[config.mk]
export PLATFORM = sky130hd
export DESIGN_NAME = vga_timing_gen
export DESIGN_NICKNAME = d
export VERILOG_FILES = /design/src/rtl/vga_timing_pkg.sv /design/src/rtl/vga_axis_counter.sv /design/src/rtl/vga_timing_gen.sv
export SDC_FILE = /design/constraint.sdc
export NUM_CORES = 1
export LEC_CHECK = 0
export BUFFER_PORTS_ARGS = -buffer_cell sky130_fd_sc_hd__buf_2
export CAP_MARGIN = 10
export CELL_PAD_IN_SITES_DETAIL_PLACEMENT = 2
export CELL_PAD_IN_SITES_GLOBAL_PLACEMENT = 2
export CORE_MARGIN = 2
export CORE_UTILIZATION = 31
export CTS_CLUSTER_DIAMETER = 80
export DETAILED_ROUTE_END_ITERATION = 8
export GPL_TIMING_DRIVEN = 0
export PLACE_DENSITY_LB_ADDON = 0.2
export SETUP_SLACK_MARGIN = 0.05
export SLEW_MARGIN = 15
export SYNTH_ARGS = -nofsm -noshare
export SYNTH_HDL_FRONTEND = slang
export SYNTH_SLANG_ARGS = --single-unit
[constraint.sdc]
create_clock -name clk -period 1.95 [get_ports clk]
set_input_delay 0.195 -clock clk [delete_from_list [all_inputs] [get_ports clk]]
set_output_delay 0.195 -clock clk [all_outputs]
set_load 0.05 [all_outputs]
[src/rtl/vga_timing_pkg.sv]
// Shared raster timing constants for the VGA pipeline: count width and
// the 800x600 @ 60 Hz default geometry.
package vga_timing_pkg;

    localparam int unsigned CNT_W = 11;

    localparam int unsigned DEF_H_ACTIVE     = 800;
    localparam int unsigned DEF_H_TOTAL      = 1056;
    localparam int unsigned DEF_H_SYNC_START = 840;
    localparam int unsigned DEF_H_SYNC_WIDTH = 128;
    localparam int unsigned DEF_V_ACTIVE     = 600;
    localparam int unsigned DEF_V_TOTAL      = 628;
    localparam int unsigned DEF_V_SYNC_START = 601;
    localparam int unsigned DEF_V_SYNC_WIDTH = 4;

    // Half-open window test lo <= x < hi on unsigned counts.
    function automatic logic in_window(
        input logic [CNT_W-1:0] x,
        input logic [CNT_W-1:0] lo,
        input logic [CNT_W-1:0] hi
    );
        return (x >= lo) && (x < hi);
    endfunction

endpackage

[src/rtl/vga_axis_counter.sv]
// One raster axis: wrapping counter with blanking/sync flags decoded from
// the next count so flags stay aligned with the registered count.
module vga_axis_counter
    import vga_timing_pkg::*;
#(
    parameter int unsigned ACTIVE     = DEF_H_ACTIVE,
    parameter int unsigned TOTAL      = DEF_H_TOTAL,
    parameter int unsigned SYNC_START = DEF_H_SYNC_START,
    parameter int unsigned SYNC_WIDTH = DEF_H_SYNC_WIDTH
) (
    input  logic             clk,
    input  logic             rst,
    input  logic             step,
    input  logic             clear,
    output logic [CNT_W-1:0] count,
    output logic             blnk,
    output logic             sync,
    output logic             wrap_c
);

    localparam logic [CNT_W-1:0] LAST    = CNT_W'(TOTAL - 1);
    localparam logic [CNT_W-1:0] ACT_END = CNT_W'(ACTIVE);
    localparam logic [CNT_W-1:0] SYNC_LO = CNT_W'(SYNC_START);
    localparam logic [CNT_W-1:0] SYNC_HI = CNT_W'(SYNC_START + SYNC_WIDTH);

    logic [CNT_W-1:0] count_nxt_c;

    assign wrap_c      = step && (count == LAST);
    assign count_nxt_c = wrap_c ? '0 : count + CNT_W'(1);

    always_ff @(posedge clk or posedge rst) begin
        if (rst) begin
            count <= '0;
            blnk  <= 1'b0;
            sync  <= 1'b0;
        end else if (clear) begin
            count <= '0;
            blnk  <= 1'b0;
            sync  <= 1'b0;
        end else if (step) begin
            count <= count_nxt_c;
            blnk  <= (count_nxt_c >= ACT_END);
            sync  <= in_window(count_nxt_c, SYNC_LO, SYNC_HI);
        end
    end

endmodule

[src/rtl/vga_timing_gen.sv]
// Free-running VGA raster timing source: horizontal axis steps every enabled
// clock, vertical axis steps on the horizontal wrap, frame_start marks (0,0).
module vga_timing_gen
    import vga_timing_pkg::*;
#(
    parameter int unsigned H_ACTIVE     = DEF_H_ACTIVE,
    parameter int unsigned H_TOTAL      = DEF_H_TOTAL,
    parameter int unsigned H_SYNC_START = DEF_H_SYNC_START,
    parameter int unsigned H_SYNC_WIDTH = DEF_H_SYNC_WIDTH,
    parameter int unsigned V_ACTIVE     = DEF_V_ACTIVE,
    parameter int unsigned V_TOTAL      = DEF_V_TOTAL,
    parameter int unsigned V_SYNC_START = DEF_V_SYNC_START,
    parameter int unsigned V_SYNC_WIDTH = DEF_V_SYNC_WIDTH
) (
    input  logic             clk,
    input  logic             rst,
    input  logic             en,
    output logic [CNT_W-1:0] hcount_out,
    output logic             hsync_out,
    output logic             hblnk_out,
    output logic [CNT_W-1:0] vcount_out,
    output logic             vsync_out,
    output logic             vblnk_out,
    output logic             frame_start
);

    logic h_wrap_c;
    logic v_wrap_c;
    logic v_step_c;

    vga_axis_counter #(
        .ACTIVE     (H_ACTIVE),
        .TOTAL      (H_TOTAL),
        .SYNC_START (H_SYNC_START),
        .SYNC_WIDTH (H_SYNC_WIDTH)
    ) u_h_axis (
        .clk    (clk),
        .rst    (rst),
        .step   (en),
        .clear  (1'b0),
        .count  (hcount_out),
        .blnk   (hblnk_out),
        .sync   (hsync_out),
        .wrap_c (h_wrap_c)
    );

    assign v_step_c = h_wrap_c & en;

    vga_axis_counter #(
        .ACTIVE     (V_ACTIVE),
        .TOTAL      (V_TOTAL),
        .SYNC_START (V_SYNC_START),
        .SYNC_WIDTH (V_SYNC_WIDTH)
    ) u_v_axis (
        .clk    (clk),
        .rst    (rst),
        .step   (v_step_c),
        .clear  (1'b0),
        .count  (vcount_out),
        .blnk   (vblnk_out),
        .sync   (vsync_out),
        .wrap_c (v_wrap_c)
    );

    // Vertical wrap only fires on an enabled last-pixel edge, so this is the (0,0) pulse.
    always_ff @(posedge clk or posedge rst) begin
        if (rst) begin
            frame_start <= 1'b0;
        end else begin
            frame_start <= v_wrap_c;
        end
    end

endmodule
* Yosys cells after proc, flatten, opt, wreduce, memory -nomap -nowiden *
Index checks and enable logic that the tools add are counted.

storage, ports and cells
  flip-flop bits (word level) = 27
  input port bits = 3
  output and inout port bits = 27
  logic and storage cells = 24

cells by class
  add/sub/neg operators = 2
  $lt $le $gt $ge = 6
  eq/ne operators = 2
  mux-type cells = 2
  bitwise logic cells = 1
  reduce and logical (&&, ||, !) cells = 4

operators with widths
  kind                     count
  $ge A11 B10 Y1 const B   4
  $add A11 B1 Y11 const B  2
  $lt A11 B10 Y1 const B   2
  $mux W11                 2
  $eq A11 B10 Y1 const B   1
  $eq A11 B11 Y1 const B   1
  $logic_and A1 B1 Y1      4
  $and A1 B1 Y1            1

* Longest topological paths before layout *
Gate-level depths: netlist of the first run.

  word-level depth = 7
  mapped depth = 8
  depth with buffers taken out = 6

* Modules after synthesis *
Synthesis of the first run repeated with hierarchy kept, for this count alone.

unflattened totals
  cell total of the unflattened synthesis = 229
  area, all modules = 1925.6 um^2

modules (own cells, without submodules)
  module                       times used  cells an instance  area each (um^2)  seq. area each (um^2)
  vga_axis_counter (u_h_axis)  1           106                947.2             325.3
  vga_axis_counter (u_v_axis)  1           119                939.7             325.3
  vga_timing_gen               1           4                  38.8              25.0

* Least setup slack after synthesis of the first run *
No wires, ideal clock.

  path kind = register to register
  start point = register u_v_axis.count[0]
  end point = register u_v_axis.sync
  library setup time = 0.074 ns
  arrival = 2.145 ns
  required time = 1.876 ns
  setup slack = -0.269 ns
  stages on the path, launching flop included = 8
  path buffers = 1
  clock period less this slack = 2.219 ns
  path through = dfrtp_1 ha_1 clkbuf_8 nand4_1 o31ai_1 o311ai_1 or3_1 o21ai_2

on the way
  cells in the longest elaborated chain, start to end = 5
  elaborated cells between the ends (all ways) = 7
  classes of those cells = add/sub (1); order compare (2); eq/ne (1); mux (1); reduce/logical (2)

ends and longest elaborated chain
  item                                                                     line                    RTL
  from (decl)                                                              vga_axis_counter.sv:15  output logic [CNT_W-1:0] count,
  from (signal assigned)                                                   vga_axis_counter.sv:41  count <= count_nxt_c;
  parallel branches: the longest is 2 deep, another holds $add A11 B1 Y11  --
  $mux W11 *                                                               vga_axis_counter.sv:29  assign count_nxt_c = wrap_c ? '0 : count + CNT_W'(1);
  $ge A11 B10 Y1 or $lt A11 B10 Y1 (tied branches)                         vga_timing_pkg.sv:22    return (x >= lo) && (x < hi);
  $logic_and A1 B1 Y1 *                                                    vga_timing_pkg.sv:22
  to (signal assigned)                                                     vga_axis_counter.sv:43  sync <= in_window(count_nxt_c, SYNC_LO, SYNC_HI);
  to (decl)                                                                vga_axis_counter.sv:17  output logic sync,

Every way passes the cells marked *.
A chain may end at the register's enable or synchronous reset.

* Final worst setup path of the first run *
  start point = register u_v_axis.count[1]
  end point = register u_v_axis.sync

Same word-level chain as after synthesis.

==> impl_metrics.py, run 1 <==
metrics = {
    "worst_setup_path": {
        "crit_arrival_ps": 2140,
        "r2r_cells": 8,
        "crit_path_end_kind": "flip-flop",
        "startpoint": "u_v_axis.count[1]",
        "cp_max_fo": 10,
        "reg2reg_to": "u_v_axis.sync",
        "cp.required_ps": 2170,
        "crit_end": "u_v_axis.sync",
        "reg2reg_slack_ps": 30,
        "slowest_stage": "dfrtp_2",
        "r2r-start": "u_v_axis.count[1]",
        "crit_type": "reg2reg",
        "cp-start-kind": "flip-flop",
        "cpPeakStageDelay_ps": 400,
        "path_cells": "ha_2 > clkbuf_8 > nand4_1 > buf_4 > o31ai_4 > o311ai_4 > or3_1 > o21ai_2",
    },
    "synth": {
        "avgSynthCellArea_um2": 9.20,
        "ys_seq_elements": 27,
        "synth_area_um2": 1890,
        "synthCells": 205,
        "ys.flop_type": "dfrtp_1",
        "yosys_warnings": 0,
        "synthDistinctLibCells": 59,
        "ys_async_sr_fraction_pct": 100,
        "synth_seq_area_share_pct": 35.8,
        "synth_edf_count": 0,
        "synth_nets": 210,
    },
    "timing": {
        "finalCritPeriodShare_pct": 98.6,
        "holdWs_ps": -20.5,
        "worst_slew_pin_slew_ps": 634,
        "rsz0062_at_grt": "true",
        "max_freq_ghz": 0.520,
        "timing.final.hold_violations": 27,
        "relSlewSlack_pct": 57.7,
        "skew_ps": 5.85,
        "period_needed_ps": 1920,
        "drv_slew": 0,
        "setup_violations": 0,
    },
    "placed_design": {
        "dp_cells": 309,
        "dpl.hpwl_um": 4020,
        "gp_congestion": 0.778,
        "portBuffers": 29,
    },
    "cts": {
        "worstSkewPairLatency_ps": 280,
        "cts_tree": "done",
        "path_clk_slew_ps": 110,
        "root_buffer": "clkbuf_8",
        "h-tree-depth": 1,
        "cts_buffers": 3,
        "cts_buffer_depth": 2,
        "cts.sinks": 27,
    },
    "outcome": {
        "status": "finished with violations",
        "violations": "negative hold slack",
    },
    "layout": {
        "layout-drive-gt1-share_pct": 46.3,
        "fin_util_pct": 43.5,
        "fin_cells": 334,
        "nFillCells": 679,
        "area_growth_pct": 35.8,
        "final_nets": 265,
        "diodes": 0,
        "final_common_cell": "buf_2",
        "final_cell_mix": "buf_2, nand2_1, buf_4",
    },
    "route": {
        "drcViolationCount": 0,
        "first_iter_violations": 48,
        "routed_wl_um": 6090,
        "final_antenna_net_count": 0,
        "via_per_inst": 5.42,
        "wl_per_cell_um": 18.2,
        "routed-via-count": 1809,
        "dr.pass1.iters": 4,
    },
    "worst_hold_path": {
        "holdCritPathClass": "in2async",
    },
    "grt": {
        "antenna_found_initial": 0,
        "grt_overflow": 0,
        "grt_max_degree": 28,
        "grt_pass1_wl_um": 9740,
        "grt_pass1_vias": 1837,
        "grt_use_total_pct": 18.8,
    },
    "die": {
        "core_region_area_um2": 5890,
        "die_area_um2": 6720,
        "pin_count": 30,
        "initial_core_util_pct": 32.0,
        "die_x_um": 82.0,
        "core.rowCount": 28,
        "die_y_um": 82.0,
    },
    "run": {
        "maxCapViolations": 0,
    },
    "power_and_ir_drop": {
        "leakage_nw": 0.991,
        "p_per_area_nw_per_um2": 850,
        "power_mw": 2.18,
        "vdd_drop_max_v": 0.000552,
    },
}
-- worst min-delay path by stage --
stage / from / to / slack [ps]
2_1_floorplan: rst / frame_start / 250
3_3_place_gp: u_v_axis.sync / u_v_axis.sync / 480
3_5_place_dp: u_v_axis.sync / u_v_axis.sync / 480
4_1_cts: en / u_h_axis.count[0] / 200
5_1_grt: rst / u_v_axis.count[3] / 30
6_report: rst / u_h_axis.blnk / -20
-- registers in the layout (all words and copies together) (netlist names) --
| register | cells |
|---|---|
| frame_start | 1 |
| u_h_axis.blnk | 1 |
| u_h_axis.count | 11 |
| u_h_axis.sync | 1 |
| u_v_axis.blnk | 1 |
| u_v_axis.count | 11 |
| u_v_axis.sync | 1 |
-- kinds of logic (layout without fill, tap and decap cells) --
kind of cell               after synthesis  in the layout  synth area share, %
adders and majority gates                2              2                 1.33
xor gates and xnor gates                14             14                 6.50
and+or+nand+nor                         89             89                 27.7
DFF                                     27             27                 35.8
buffers and inverters                   21             75                 8.89
muxes                                    1              1                0.597
AOI/OAI and AO/OA                       51             51                 19.1
-- report_power, final --
group / internal (mW) / switching [mW] / total, mW
registers: 0.658 / 0.125 / 0.783
clock network: 0.144 / 0.201 / 0.345
logic: 0.372 / 0.677 / 1.05
total: 1.17 / 1.00 / 2.18
-- through the flow --
stage / worst slack, ps / instance area, um2 / setup TNS, ps
4_1_cts: 23.2 / 2370 / 0
3_5_place_dp: -79.7 / 2190 / -152
3_3_place_gp: -105 / 2190 / -171
2_1_floorplan: -43.2 / 1950 / -43.2
5_1_grt: -102 / 2560 / -158
6_report: 26.6 / 2560 / 0
-- cell type report --
| type | count | area (um2) | area share (%) |
|---|---|---|---|
| Buffer | 15 | 161 | 6.30 |
| Sequential cell | 27 | 697 | 27.2 |
| Clock buffer | 3 | 41.3 | 1.61 |
| Inverter | 4 | 15.0 | 0.587 |
| Tap cell | 75 | 93.8 | 3.67 |
| Multi-Input combinational cell | 157 | 1200 | 46.7 |
| Clock inverter | 1 | 5.00 | 0.196 |
| Timing Repair Buffer | 52 | 350 | 13.7 |
-- timing repair --
action                     CTS  global route
hold buffers                 0             0
pin swaps                    1            19
setup endpoints to repair   13            17
gates resized for setup      6            20
setup buffers               12            11
-- critical path, delay by kind of cell (launching register included) --
family / cells / cell delay (ps)
buffers and inverters: 2 / 330
flip-flops: 1 / 400
AND/OR/NAND/NOR: 2 / 430
AO/OA/AOI/OAI: 3 / 540
adder cells (fa/ha/maj): 1 / 170
-- metal layers --
metal	part of all wire [%]	track usage (%)	wire, um
met5	0	0	0
met3	1.7	1.98	102
met2	55	35.1	3350
met1	43	23.3	2590
met4	0.69	3.50	42
-- synthesized netlist by cell type, drive strengths merged (2+ instances only) --
library cell	n	area share, %
ha	2	1.3
xnor2	11	5.1
or4	2	0.80
o21ai	18	5.0
clkbuf	7	3.5
a32oi	2	0.93
or3b	2	0.93
o22a	2	0.93
o31ai	5	2.0
o22ai	3	1.0
and4	2	0.93
nor4	4	2.1
or3	4	1.6
nor3	2	0.53
a31oi	2	0.66
nand4	7	3.1
nand3b	3	1.2
dfrtp	27	36
and2	3	1.1
nand2	25	5.0
and3	5	1.8
xor2	3	1.4
a21oi	5	1.3
buf	10	4.6
inv	4	0.80
nand3	15	4.2
o21a	2	0.80
nor2	9	1.8
(Power assumes the default switching activity.)
==> inputs of run 2 (changes only) <==
--- a/config.mk
+++ b/config.mk
@@ -7,10 +7,8 @@
 export LEC_CHECK = 0
 export BUFFER_PORTS_ARGS = -buffer_cell sky130_fd_sc_hd__buf_2
 export CAP_MARGIN = 10
-export CELL_PAD_IN_SITES_DETAIL_PLACEMENT = 2
-export CELL_PAD_IN_SITES_GLOBAL_PLACEMENT = 2
 export CORE_MARGIN = 2
-export CORE_UTILIZATION = 31
+export CORE_UTILIZATION = 51
 export CTS_CLUSTER_DIAMETER = 80
 export DETAILED_ROUTE_END_ITERATION = 8
 export GPL_TIMING_DRIVEN = 0
==> run 2 against run 1 <==
Non-clock buffer count down 15. Clock skew fell by 4.0 ps. The flow now finishes without violations. Critical endpoint unchanged. Worst setup slack improved by 7.0 ps. Sequential share of layout area is 3.2 points higher. Utilization is 20 points higher.
==> impl_metrics.py, run 2 (synthesis results as in run 1) <==
metrics = {
    "worst_setup_path": {
        "cp-start-kind": "flip-flop",
        "crit_type": "reg2reg",
        "cp.required_ps": 2160,
        "crit_arrival_ps": 2120,
        "r2r_cells": 5,
        "cp_max_fo": 7,
        "critPathBufInv": 0,
        "path_cells": "or3b_4 > nor4_4 > o311ai_2 > or3_1 > o21ai_2",
        "crit_path_end_kind": "flip-flop",
        "cpPeakStageDelay_ps": 450,
        "crit_family": "simple AND/OR/NAND/NOR gates",
        "slowest_stage": "dfrtp_2",
        "crit_cells": 5,
    },
    "die": {
        "core_region_area_um2": 3610,
        "initial_core_util_pct": 52.3,
        "die_y_um": 64.8,
        "die_x_um": 64.8,
        "die_area_um2": 4200,
        "core.rowCount": 22,
        "pin_count": 30,
    },
    "route": {
        "first_iter_violations": 103,
        "routed-via-count": 1717,
        "wl_per_cell_um": 14.6,
        "routed_wl_um": 4250,
        "drcViolationCount": 0,
        "final_antenna_net_count": 0,
        "dr.pass1.iters": 4,
        "via_per_inst": 5.88,
    },
    "timing": {
        "period_needed_ps": 1920,
        "skew_ps": 1.88,
        "relSlewSlack_pct": 33.5,
        "fin_setup_tns_ps": 0,
        "drv_slew": 0,
        "rsz0062_at_grt": "true",
        "max_freq_ghz": 0.522,
        "setup_violations": 0,
        "finalCritPeriodShare_pct": 98.3,
        "timing.final.hold_violations": 0,
        "worst_slew_pin_slew_ps": 991,
        "setup_ws_ps": 33.5,
    },
    "placed_design": {
        "gp_congestion": 0.877,
        "place_ws_ps": 1.81,
        "dpl.hpwl_um": 2900,
        "portBuffers": 29,
        "post_dp_cell_area_um2": 2150,
    },
    "layout": {
        "fin_util_pct": 63.5,
        "area_growth_pct": 21.4,
        "final_nets": 250,
        "layout-drive-gt1-share_pct": 38.5,
        "nFillCells": 322,
        "diodes": 0,
        "final_area_um2": 2290,
        "final_common_cell": "buf_2",
        "top_regs": "u_h_axis.count: 11 flops, u_v_axis.count: 11 flops",
        "final_cell_mix": "buf_2, nand2_1, dfrtp_2",
    },
    "grt": {
        "met1_usage_pct": 28.0,
        "antenna_found_initial": 0,
        "grtUsageMet2_pct": 36.3,
        "grt_pass1_vias": 1606,
        "grt_overflow": 0,
        "grt_max_degree": 28,
        "grt_use_total_pct": 21.4,
        "grt.busiest_layer": "met2",
        "use_met3_pct": 1.91,
        "grt_pass1_wl_um": 7220,
    },
    "worst_hold_path": {
        "holdCritPathClass": "in2async",
    },
    "cts": {
        "cts.sinks": 27,
        "path_clk_slew_ps": 90,
        "cts_tree": "done",
        "h-tree-depth": 1,
        "cts_buffer_depth": 2,
        "cts_buffers": 3,
        "worstSkewPairLatency_ps": 270,
        "root_buffer": "clkbuf_8",
        "hold_buffers": 0,
    },
    "power_and_ir_drop": {
        "leakage_nw": 0.895,
        "vdd_drop_max_v": 0.000479,
        "p_per_area_nw_per_um2": 889,
    },
    "run": {
        "maxCapViolations": 0,
    },
    "outcome": {
        "status": "finished, final reports clean",
    },
}
[run 2: cell types whose count changed in the layout (fill, tap and decap cells not counted), moves of 2 or more]
cell | previous run | this run
buf_4 | 19 | 8
o22ai_2 | 2 | 0
o22ai_1 | 1 | 3
o31ai_4 | 2 | 0
buf_12 | 2 | 0
[run 2: power breakdown]
part / leakage (nW) / switching [mW] / internal, mW / total [mW]
Combinational: 0.552 / 0.622 / 0.317 / 0.939
Clock: 0.0228 / 0.172 / 0.146 / 0.318
Sequential: 0.320 / 0.119 / 0.658 / 0.777
[run 2: per-layer routing]
metal,part of all wire (%),routed length (um),up-vias
li1,-,-,833
met1,45,1940,827
met4,1.9,80,0
met5,0,0,-
met2,49,2090,48
met3,3.5,148,9
[run 2: cell type report]
type                    instances  area [um2]  area share [%]
multi-input cells             157        1110            48.4
flip-flops and latches         27         697            30.5
repair buffers                 36         198            8.64
plain buffers                  16         166            7.27
well taps                      48        60.1            2.62
clock buffers                   4        45.0            1.97
inverters                       4        15.0           0.656
[run 2: stage by stage]
stage	hold WS (ps)	instances	power [mW]
floorplan	247	205	1.48
detailed placement	483	282	1.66
CTS	206	288	2.01
finish	19.7	292	2.03
global route	84.0	292	2.16
global placement	487	282	1.65
[run 2: final timing paths]
path,start,endpoint,slack [ps]
worst max-delay path,u_h_axis.count[8],u_v_axis.sync,30
worst min-delay path,rst,u_v_axis.count[10],20
worst max register to register,u_h_axis.count[8],u_v_axis.sync,30
worst min register to register,u_v_axis.sync,u_v_axis.sync,510
max in group asynchronous,rst,u_v_axis.count[1],1440
min in group clk,en,u_h_axis.count[0],220
[run 2: what timing repair did]
action                                  4_1_cts  5_1_grt
pin swaps                                     0        2
resized for setup                             2        7
cloned                                        0        0
endpoints found under the setup margin        4       14
setup buffers                                 2        5
